==> src/rtl/instr_issuer_pkg.sv <==
// Shared types and instruction word layout for the instruction issuer.
// Word layout, MSB to LSB: {func, rx, ry, data}.
package instr_issuer_pkg;

    localparam int FUNC_W   = 3;
    localparam int REG_W    = 4;
    localparam int DATA_W   = 4;
    localparam int IW       = FUNC_W + 2 * REG_W + DATA_W;

    localparam int DATA_LSB = 0;
    localparam int RY_LSB   = DATA_LSB + DATA_W;
    localparam int RX_LSB   = RY_LSB + REG_W;
    localparam int FUNC_LSB = RX_LSB + REG_W;

    typedef enum logic [2:0] {
        IDLE,
        FETCH,
        ISSUE,
        WAIT_ACK,
        WAIT_DONE,
        NEXT
    } state_t;

endpackage

==> src/rtl/instr_issuer_prog_ram.sv <==
// Program store: synchronous write, registered read with read enable.
// The read register holds its value between reads so it can drive the issue fields directly.
module prog_ram #(
    parameter int DEPTH = 16,
    parameter int W     = 15,
    parameter int AW    = $clog2(DEPTH)
) (
    input  logic          clk,
    input  logic          rst,
    input  logic          we,
    input  logic [AW-1:0] waddr,
    input  logic [W-1:0]  wdata,
    input  logic          re,
    input  logic [AW-1:0] raddr,
    output logic [W-1:0]  rdata
);

    logic [W-1:0] mem [DEPTH];

    // Contents intentionally survive reset.
    always_ff @(posedge clk) begin
        if (we) begin
            mem[waddr] <= wdata;
        end
    end

    always_ff @(posedge clk) begin
        if (rst) begin
            rdata <= '0;
        end else if (re) begin
            rdata <= mem[raddr];
        end
    end

endmodule

==> src/rtl/instr_issuer.sv <==
// Issues a loaded program one instruction at a time over the w/func/rx/ry/data handshake.
// Optional watchdog on the wait states is enabled by defining WATCHDOG_EN.
//
// state     | meaning
// IDLE      | no run; accepts program loads and start
// FETCH     | program word at pc is read into the issue fields
// ISSUE     | waiting for processor idle, then raises w for one cycle
// WAIT_ACK  | waiting for processor to leave idle
// WAIT_DONE | waiting for processor to return to idle
// NEXT      | advance pc or finish the run
module instr_issuer
    import instr_issuer_pkg::*;
#(
    parameter int         DEPTH      = 16,
    parameter logic [4:0] IDLE_STATE = 5'd0,
    parameter int         TIMEOUT    = 63,
    parameter int         AW         = $clog2(DEPTH)
) (
    input  logic              clk,
    input  logic              rst,
    input  logic              load_we,
    input  logic [AW-1:0]     load_addr,
    input  logic [IW-1:0]     load_word,
    input  logic [AW:0]       prog_len,
    input  logic              start,
    input  logic [4:0]        curr_state,
    output logic              w,
    output logic [FUNC_W-1:0] func,
    output logic [REG_W-1:0]  rx,
    output logic [REG_W-1:0]  ry,
    output logic [DATA_W-1:0] data,
    output logic              busy,
    output logic              done,
    output logic [AW:0]       pc,
    output logic              err
);

    localparam logic [AW:0] PC_ONE = (AW + 1)'(1);

    state_t        state_q, state_d;
    logic [AW:0]   pc_q, len_q;
    logic          w_q, done_q;
    logic          start_run, start_empty, advance, finish;
    logic          wd_expire;
    logic          proc_idle, last_instr;
    logic [IW-1:0] word;

    assign proc_idle  = (curr_state == IDLE_STATE);
    assign last_instr = ((pc_q + PC_ONE) == len_q);

    prog_ram #(
        .DEPTH (DEPTH),
        .W     (IW),
        .AW    (AW)
    ) u_prog_ram (
        .clk   (clk),
        .rst   (rst),
        .we    (load_we && (state_q == IDLE)),
        .waddr (load_addr),
        .wdata (load_word),
        .re    (state_q == FETCH),
        .raddr (pc_q[AW-1:0]),
        .rdata (word)
    );

    always_ff @(posedge clk) begin
        if (rst) begin
            state_q <= IDLE;
        end else begin
            state_q <= state_d;
        end
    end

    always_comb begin
        state_d     = state_q;
        start_run   = 1'b0;
        start_empty = 1'b0;
        advance     = 1'b0;
        finish      = 1'b0;
        case (state_q)
            IDLE: begin
                if (start) begin
                    if (prog_len != '0) begin
                        start_run = 1'b1;
                        state_d   = FETCH;
                    end else begin
                        start_empty = 1'b1;
                    end
                end
            end
            FETCH:     state_d = ISSUE;
            ISSUE:     if (proc_idle)  state_d = WAIT_ACK;
            WAIT_ACK:  if (!proc_idle) state_d = WAIT_DONE;
            WAIT_DONE: if (proc_idle)  state_d = NEXT;
            NEXT: begin
                if (last_instr) begin
                    finish  = 1'b1;
                    state_d = IDLE;
                end else begin
                    advance = 1'b1;
                    state_d = FETCH;
                end
            end
            default:   state_d = IDLE;
        endcase
        // Expiry only fires while stalled, so it never competes with a real transition.
        if (wd_expire) begin
            state_d = IDLE;
        end
    end

    always_ff @(posedge clk) begin
        if (rst) begin
            pc_q   <= '0;
            len_q  <= '0;
            w_q    <= 1'b0;
            done_q <= 1'b0;
        end else begin
            w_q    <= (state_q == ISSUE) && proc_idle;
            done_q <= finish || start_empty;
            if (start_run) begin
                pc_q  <= '0;
                len_q <= prog_len;
            end else if (advance) begin
                pc_q <= pc_q + PC_ONE;
            end
        end
    end

`ifdef WATCHDOG_EN
    localparam int WD_W = $clog2(TIMEOUT + 1);

    logic [WD_W-1:0] wd_cnt;
    logic            stalled;
    logic            err_q;

    assign stalled = ((state_q == ISSUE)     && !proc_idle) ||
                     ((state_q == WAIT_ACK)  &&  proc_idle) ||
                     ((state_q == WAIT_DONE) && !proc_idle);
    assign wd_expire = stalled && (wd_cnt == '0);

    // Down-counter reloads whenever the FSM is not sitting in a wait state.
    always_ff @(posedge clk) begin
        if (rst) begin
            wd_cnt <= WD_W'(TIMEOUT - 1);
            err_q  <= 1'b0;
        end else begin
            if (!stalled) begin
                wd_cnt <= WD_W'(TIMEOUT - 1);
            end else if (wd_cnt != '0) begin
                wd_cnt <= wd_cnt - WD_W'(1);
            end
            if (wd_expire) begin
                err_q <= 1'b1;
            end
        end
    end

    assign err = err_q;
`else
    assign wd_expire = 1'b0;
    assign err       = 1'b0;
`endif

    assign w    = w_q;
    assign func = word[FUNC_LSB +: FUNC_W];
    assign rx   = word[RX_LSB +: REG_W];
    assign ry   = word[RY_LSB +: REG_W];
    assign data = word[DATA_LSB +: DATA_W];
    assign busy = (state_q != IDLE);
    assign done = done_q;
    assign pc   = pc_q;

endmodule

==> config.mk <==
export PLATFORM = sky130hd
export DESIGN_NAME = instr_issuer
export DESIGN_NICKNAME = d
export VERILOG_FILES = /design/src/rtl/instr_issuer_pkg.sv /design/src/rtl/instr_issuer_prog_ram.sv /design/src/rtl/instr_issuer.sv
export SDC_FILE = /design/constraint.sdc
export NUM_CORES = 1
export LEC_CHECK = 0
export CAP_MARGIN = 20
export CORE_MARGIN = 4
export CORE_UTILIZATION = 55
export CTS_BUF_LIST = sky130_fd_sc_hd__clkbuf_4
export DETAILED_ROUTE_END_ITERATION = 10
export PLACE_DENSITY = 0.79
export SLEW_MARGIN = 40
export SYNTH_ARGS = -nofsm -noshare
export SYNTH_HDL_FRONTEND = slang
export SYNTH_SLANG_ARGS = --single-unit
==> constraint.sdc <==
create_clock -name clk -period 3.3 [get_ports clk]
set_clock_uncertainty 0.2 [all_clocks]
set_input_delay 0.66 -clock clk [delete_from_list [all_inputs] [get_ports clk]]
set_output_delay 0.66 -clock clk [all_outputs]
set_load 0.01 [all_outputs]
# Word-level counts from Yosys, hierarchy flattened
# Memory sizes are Yosys's and may differ from the RTL's. A register that Yosys moved wholly into a read port is not among the register bits.
# Index checks and enable logic that the tools add are counted.
totals:
  reg_bits: 15
  ram_bits: 240
  input_bits: 33
  output_inout_bits: 24
  wordCells: 46
  mem_count: 1
mem_list:
  columns: ["name", "words", "word_bits", "read_ports", "rd_ports_with_merged_regs", "write_ports", "line", "rtl"]
  rows:
  - ["u_prog_ram.mem", 16, 15, 1, 1, 1, "instr_issuer_prog_ram.sv:18", "logic [W-1:0] mem [DEPTH];"]
classes:
  add_sub_neg: 1
  n_eq_ne: 11
  muxes: 19
  n_reduce_logical: 9
ops:
  columns: ["cell", "count"]
  rows:
  - ["$pmux 3 s6", 1]
  - ["$mux 3", 5]
  - ["$mux 1", 13]
  - ["$ne 2x2->1 const B", 4]
  - ["$eq 3x2->1 const B", 2]
  - ["$eq 3x3->1 const B", 2]
  - ["$add 5x1->5 const B", 1]
  - ["$eq 5x5->1", 1]
  - ["$logic_not 5->1", 1]
  - ["$reduce_and 5->1", 1]
  - ["$reduce_bool 5->1", 1]
  - ["$eq 3x1->1 const B", 1]
  - ["$logic_not 3->1", 1]
  - ["$reduce_bool 3->1", 1]
  - ["$logic_and 1x1->1", 2]
  - ["$ne 2x1->1 const B", 1]
  - ["$reduce_or 2->1", 1]
  - ["$logic_or 1x1->1", 1]

# Logic depth before layout (Yosys ltp)
# Gate-level depths: netlist of run 1.
logic_depth:
  depth_word: 5
  depth_mapped: 6
  ltp_nobuf: 6

# Modules after synthesis
# From an unflattened synthesis of run 1, not the netlist that was laid out.
unflattened:
  hier_cells: 663
  hier_area_um2: 10700.3
by_module_without_submodules:
  columns: ["module", "instances", "cells_each", "area_per_inst_um2", "seq_area_each_um2"]
  rows:
  - ["prog_ram", 1, 569, 9844.4, 7507.2]
  - ["instr_issuer", 1, 94, 855.8, 300.3]

# Least setup slack after synthesis of run 1
# No wires, ideal clock.
synth_path:
  path_kind: "register to register"
  start: "reg state_q[2]"
  end: "mem u_prog_ram.mem[0][0] (enable)"
  setup_ns: 0.406
  arrival_time_ns: 2.374
  t_required_ns: 2.694
  slack_ns: 0.320
  path_stages_with_launch: 6
  path_buffers: 1
  period_less_slack_ns: 2.980
  cell_sequence: "dfxtp_1 > clkbuf_1 > nor3_2 > nand2_1 > or3_1 > nor3_1"
synth_between:
  elab_chain_len: 4
synth_rtl:
  columns: ["element", "line", "rtl"]
  rows:
  - ["start, declared", "instr_issuer.sv:40", "state_t state_q, state_d;"]
  - ["start signal, assigned", "instr_issuer.sv:70", "state_q <= state_d;"]
  - ["$logic_not 3->1", "instr_issuer.sv:58", ".we (load_we && (state_q == IDLE)),"]
  - ["$logic_and 1x1->1", "instr_issuer.sv:58", null]
  - ["$mux 1", "instr_issuer_prog_ram.sv:22", "if (we) begin"]
  - ["$mux 1 (implied by the code)", "instr_issuer_prog_ram.sv:23", "mem[waddr] <= wdata;"]
  - ["end, declared", "instr_issuer_prog_ram.sv:18", null]
# No other way between the ends.

# Worst setup path in the final report of run 1
layout_path:
  start: "reg state_q[2]"
  end: "out busy"
layout_between:
  elab_chain_len: 1
layout_rtl:
  columns: ["element", "line", "rtl"]
  rows:
  - ["$reduce_bool 3->1", "instr_issuer.sv:170", "assign busy = (state_q != IDLE);"]
  - ["end, declared", "instr_issuer.sv:32", "output logic busy,"]
# No other way between the ends.

==> results of run 1 <==
==> cells by family after synthesis <==
kind of cell | count (synthesis)
AOI/OAI and AO/OA | 31
and+or+nand+nor | 84
DFF | 270
buffers and inverters | 26
xor gates and xnor gates | 9
muxes | 93
adders and majority gates | 1
other | 1
==> layout make-up <==
cell class | instances | area share (%)
well taps | 229 | 2.35
multi-input cells | 219 | 20.2
clock inverters | 20 | 0.871
diodes | 1 | 0.0205
flip-flops and latches | 270 | 64.0
clock buffers | 98 | 6.02
repair buffers | 86 | 6.51
inverters | 1 | 0.0307
==> per-stage QoR <==
step | instance area, µm² | std cells | setup WS, ps | hold WS [ps] | total power [mW]
4_1_cts | 12200 | 923 | 319 | 279 | 6.78
5_1_grt | 12200 | 924 | 264 | 318 | 6.99
6_report | 12200 | 924 | 355 | 280 | 6.72
3_3_place_gp | 11400 | 805 | 591 | 260 | 4.09
3_5_place_dp | 11400 | 805 | 491 | 265 | 4.10
2_1_floorplan | 10400 | 515 | 320 | 248 | 3.95
==> state kept, by name, summed over array words and instances (netlist names) <==
| signal | cells |
|---|---|
| done | 1 |
| u_prog_ram.rdata | 15 |
| len_q | 5 |
| u_prog_ram.mem | 240 |
| pc | 5 |
| state_q | 3 |
| w | 1 |
==> metal layers <==
layer  up-vias  wire (µm)  track usage (%)
li1       2431          -                -
met1      2774       8570             28.2
met2       312      10600             33.6
met3        51       2060             5.51
met4         0        670             9.69
met5         -          0                0
==> report_power, final <==
group	switching [mW]	internal, mW	total (mW)
logic	0.140	0.0971	0.238
clock network	1.25	1.45	2.69
registers	0.0238	3.77	3.79
total	1.41	5.31	6.72
==> synthesized netlist by cell type, drive strengths merged (2+ instances only) <==
| cell | instances | share of area, % |
|---|---|---|
| a21boi | 3 | 0.22 |
| a21oi | 4 | 0.19 |
| buf | 14 | 0.70 |
| clkbuf | 11 | 0.40 |
| dfxtp | 30 | 5.8 |
| edfxtp | 240 | 69 |
| mux2i | 33 | 3.2 |
| mux4 | 60 | 13 |
| nand2 | 27 | 0.98 |
| nand2b | 4 | 0.24 |
| nand3 | 7 | 0.34 |
| nand4b | 2 | 0.17 |
| nor2 | 24 | 0.87 |
| nor3 | 7 | 0.39 |
| nor3b | 2 | 0.14 |
| nor4 | 2 | 0.12 |
| o211ai | 2 | 0.19 |
| o21ai | 2 | 0.096 |
| o221ai | 15 | 1.3 |
| or3 | 4 | 0.24 |
| xnor2 | 6 | 0.58 |
| xor2 | 3 | 0.33 |
==> final timing paths <==
path	cells after the start	slack (ps)	end
worst max-delay path	3	350	busy
worst min-delay path	2	280	u_prog_ram.rdata[11]$_SDFFE_PP0P_
worst max register to register	4	810	u_prog_ram.mem[9][10]$_DFFE_PP_
worst min register to register	2	280	u_prog_ram.rdata[11]$_SDFFE_PP0P_
==> critical path: stages (launching register included) <==
cell             delay [ps]
dfxtp_1                 380
nor3_2                  520
inv_1                    80
clkdlybuf4s50_1         490
==> results.md, run 1 <==
* Synth warnings at 0
* Async SR Flop Fraction at 0%
* Final setup violation count at 0
* Peak VDD IR at 245 µV
* Detail Placement HPWL at 13,100 µm
* Initial core utilization at 56.8%
* XOR/XNOR Fraction of Synth Area at less than 1%
* Compound-Gate Fraction of Synth Area at 2.56%
* Most frequent cells in the layout: edfxtp_1 (240), clkbuf_4 (98), mux4_2 (60), clkdlybuf4s50_1 (55), mux2i_1 (33)
* Vias in the first global route at about 6,000
* Crit start category: flip-flop
* Vias per cell at 6.03
* Multi-input combinational cell area at roughly 0.0025 mm²
* Final Max Slew Viols at 0
* Static Leak at between 3 and 4 nW
* Ports at 57
* Core area at 0.0183 mm²
* Worst hold path type: reg -> reg
* Die X at approximately 150 µm
* Most common flop cell mapped by yosys: edfxtp_1
* Mean Syn Cell Area at 20.2 µm²
* Crit path capture type: output port
* Syn Inst Count at 515
* Critical R2R Launch: state_q[2]$_SDFFE_PP0P_
* CTS Buf Count at 66
* Post CTS Setup Buffer Count at 0
* Most common cell after layout, fill and taps aside: edfxtp_1
* Layout cells sized above 1 at 29.8%
* Pin count of the biggest net entering global routing at 62
* CP Class: reg -> out
* Final min period at ~3000 ps
* Final nets at 678
* FF+latch count, synth at between 200 and 300
* CTS resizes at 0
* H-tree levels at 3
* Seq/Total Area, Yosys at 75.2%
* Iter 0 DRT Violations at 408
* Adder-cell share of the synthesized area at 0.121%
* Chip height at 145 µm
* Synth Area in Simple Gates at around 3.8%
* RePlAce Congestion at 0.874
* GRT overflow at 0
* Worst-path clk slew at 60 ps
* Final core occ at 66.9%
* Storage cell area at 0.00781 mm²
* Critical Path RT at 2440 ps
* Std-Cell Rows at 49
* Critical path fanouts, max at 8
* Vias at 5,568
* Main combinational cell family by area after synthesis: multiplexers
* Post-Syn Nets at 549
* First-pass GRT wire length at 34,000 µm
* Clock buffer depth at 3
* PD cells at 550 mW/mm²
* CP arrival at 2090 ps
* Post-DRT Antenna Nets at 0
* Router iterations before antenna repair at 5
* Drc violations at 0
* Multiplexer share of the synthesized area at 16.2%
* CTS tree: done
* Max-cap violation count at 0
* Syn-to-layout area delta at 17.7%
* Die area at 0.0211 mm²
* Max-slew headroom at 50.1%
* Fmax at between 0.3 and 0.4 GHz
* Number of distinct library cells after synthesis at 42
* Initial antenna violation count at 1
* Port Buf Inserts at 55
* CTS Sinks at 270
* Final wirelength at 21,900 µm
* Post-Syn Area at 0.0104 mm²
* RSZ-0062 raised after global routing: false
* GRT Util Overall at 21.3%
* EDFF count, synth at 240
* Final Hold Fails at 0
* Hold buffers post-CTS at 0
* Status: completed
* Worst setup path start: state_q[2]$_SDFFE_PP0P_
* HP Start: u_prog_ram.rdata[11]$_SDFFE_PP0P_
* Clock Latency Late Sink at 620 ps
* Drt wl/cell at 23.7 µm
* Setup TNS Final at 0 ps
* Worst-Margin Slew at 746 ps
* Final Cycle Share at 89.3%
* # fillers at 1,161
* Clk root buf: clkbuf_4
(Power assumes the default switching activity.)
==> run 2: changes to the inputs <==
- CORE_MARGIN: 4 -> unset
- CTS_CLUSTER_DIAMETER: unset -> 50
==> run 2 against run 1 <==
Net effect: non-clock buffer count increased by 2; critical path depth did not move; setup slack worse by 13 ps; total power increased by 1.1%; highest routed layer unchanged; fmax is 0.45% lower; critical endpoint unchanged; core utilization up 0.57 points; sequential share of layout area down 0.33 points; combinational power about the same; largest cell class unchanged; global-route usage rose by 2.0 points; first-iteration DRC count rose by 16%; via count is 0.16% higher; cell area rose by 0.51%.
==> results.md, run 2 (same netlist as run 1, synthesis figures left out) <==
* Status: completed
* Crit path capture type: output port
* Initial antenna violation count at 1 (unchanged)
* CTS Sinks at 270 (unchanged)
* Storage cell area at 0.00781 mm² (unchanged)
* Worst setup path start: state_q[2]$_SDFFE_PP0P_
* Crit path cell chain: nor3_2 > inv_1 > clkdlybuf4s50_1
* Final Max Slew Viols at 0 (unchanged)
* Critical R2R Launch: state_q[2]$_SDFFE_PP0P_
* CTS tree: done
* Static Leak at 3.93 nW (+0.88%)
* Std-Cell Rows at 49 (unchanged)
* Detail Placement HPWL at 12,700 µm (-3.0%)
* Crit path buf inv count at 2 (unchanged)
* CP top delay family: buffers and inverters
* Final Hold Fails at 0 (unchanged)
* Vias per cell at 6.00 (-0.48%)
* Most common cell after layout, fill and taps aside: edfxtp_1
* CP Class: reg -> out
* Iter 0 DRT Violations at 472 (+16%)
* Layout cells sized above 1 at 30.8% (+0.93 points)
* Clk root buf: clkbuf_4
* Fmax at 0.338 GHz (-0.45%)
* Final Cycle Share at 89.7% (+0.40 points)
* Critical path fanouts, max at 8 (unchanged)
* NetSw at 1.41 mW (+0.27%)
* Vias in the first global route at 5,780 (-3.7%)
* Worst-Margin Slew at 626 ps (-120 ps)
* Drc violations at 0 (unchanged)
* Max reg flops at 240 (unchanged)
* Router iterations before antenna repair at 5 (unchanged)
* Biggest regs: u_prog_ram.mem (240), u_prog_ram.rdata (15)
* CP peak stage delay at 500 ps (-20 ps)
* CP arrival at 2100 ps (about the same)
* Worst hold path type: reg -> reg
* Max-cap violation count at 0 (unchanged)
* Reg with most FFs: u_prog_ram.mem
* Most frequent cells in the layout: edfxtp_1 (240), clkbuf_4 (104), mux4_2 (60), clkdlybuf4s50_1 (55), mux2i_1 (33)
* Vias at 5,577 (+0.16%)
* Setup TNS Final at 0 ps (unchanged)
* GRT overflow at 0 (unchanged)
* Multi-input combinational cell area at 0.00247 mm² (+0.10%)
* Ports at 57 (unchanged)
* Drt wl/cell at 23.0 µm (-3.1%)
* Critical Path RT at 2440 ps (about the same)
* Final instance area at 0.0123 mm² (+0.51%)
* First-pass GRT wire length at 32,700 µm (-3.9%)
* Post CTS Setup Buffer Count at 0 (unchanged)
* H-tree levels at 3 (unchanged)
* Register share of total power at 55.8% (-0.6 points)
* Logic pwr share at 3.5% (about the same)
* Port Buf Inserts at 55 (unchanged)
* RePlAce Congestion at 0.876 (+0.30%)
* Total internal power at 5.38 mW (+1.3%)
* GRT Util Overall at 23.2% (+2.0 points)
* Peak VDD IR at 255 µV (+3.8%)
* Chip height at 139 µm (-4.1%)
* RSZ-0062 raised after global routing: false
* # fillers at 1,132 (-2.5%)
* Initial core utilization at 57.0% (+0.19 points)
* Clock Latency Late Sink at 660 ps (+40 ps)
* Worst-path clk slew at 60 ps (about the same)
* Final nets at 682 (+0.59%)
* PD cells at 554 mW/mm² (+0.59%)
* CTS Buf Count at 68 (+3.0%)
* Die area at 0.0194 mm² (-8.1%)
* CTS resizes at 0 (unchanged)
* Final min period at 2960 ps (+13.4 ps)
* Crit start category: flip-flop
* HP Start: u_prog_ram.rdata[10]$_SDFFE_PP0P_
* Pin count of the biggest net entering global routing at 47 (-24%)
* Clock buffer depth at 3 (unchanged)
* Final setup violation count at 0 (unchanged)
* Max-slew headroom at 58.2% (+8.2 points)
* Die X at 139 µm (-4.1%)
* Hold buffers post-CTS at 0 (unchanged)
* Critical-path top delay cell: nor3_2
* Clk pwr share at 40.7% (+0.6 points)
* Syn-to-layout area delta at 18.3%
* Placed standard-cell area at 0.0114 mm² (+0.26%)
* Final wirelength at 21,400 µm (-2.4%)
* Core area at 0.0182 mm² (-0.34%)
* Post-DRT Antenna Nets at 0 (unchanged)
* WHS at 277 ps (-3.00 ps)
* Sw frac at 20.8% (-0.17 points)
run 2: cell count changes in the layout (fill, tap and decap cells not counted), sizes merged:
cell,change
clkbuf,+6
clkinv,-5
buf,+2
inv,+2
diode,+1
run 2: final timing paths:
check / slack, ps / cells past startpoint / to
min: 280 / 2 / u_prog_ram.rdata[10]$_SDFFE_PP0P_
min reg2reg: 280 / 2 / u_prog_ram.rdata[10]$_SDFFE_PP0P_
max: 340 / 3 / busy
max reg2reg: 860 / 5 / u_prog_ram.mem[4][8]$_DFFE_PP_
run 2: stage by stage:
stage          cells  power [mW]  worst slack [ps]  util, %
2_1_floorplan    515        3.95               320        -
3_3_place_gp     807        4.09               599     62.6
3_5_place_dp     807        4.10               545     62.6
4_1_cts          928        6.86               305     67.4
5_1_grt          929        7.06               199     67.4
6_report         930        6.80               341     67.4
run 2: cell type report:
type                    instances  area share, %
well taps                     229           2.33
multi-input cells             219           20.2
flip-flops and latches        270           63.6
clock inverters                17          0.744
repair buffers                 88           6.71
diodes                          2         0.0408
inverters                       1         0.0306
clock buffers                 104           6.36
run 2: power by group through the flow:
stage / Combinational (mW) / Sequential, mW / Clock [mW]
3_3_place_gp: 0.225 / 3.86 / 0
3_5_place_dp: 0.236 / 3.87 / 0
5_1_grt: 0.256 / 3.79 / 3.01
4_1_cts: 0.238 / 3.79 / 2.83
6_report: 0.238 / 3.79 / 2.77
2_1_floorplan: 0.0900 / 3.86 / 0
run 2: tightest hold or removal path, stage by stage, from the launching register on:
cell	delay [ps]
dfxtp_1	330
nand2_1	50
o221ai_1	60
run 2: per-layer routing:
layer  vias to the layer above  global-route usage, %  part of all wire [%]  wire, µm
met3                        34                   5.47                   7.1      1520
met5                         -                      0                     0         0
met4                         0                   9.01                   1.9       406
met2                       249                   38.2                    51     10800
li1                       2424                      -                     -         -
met1                      2870                   30.3                    40      8600
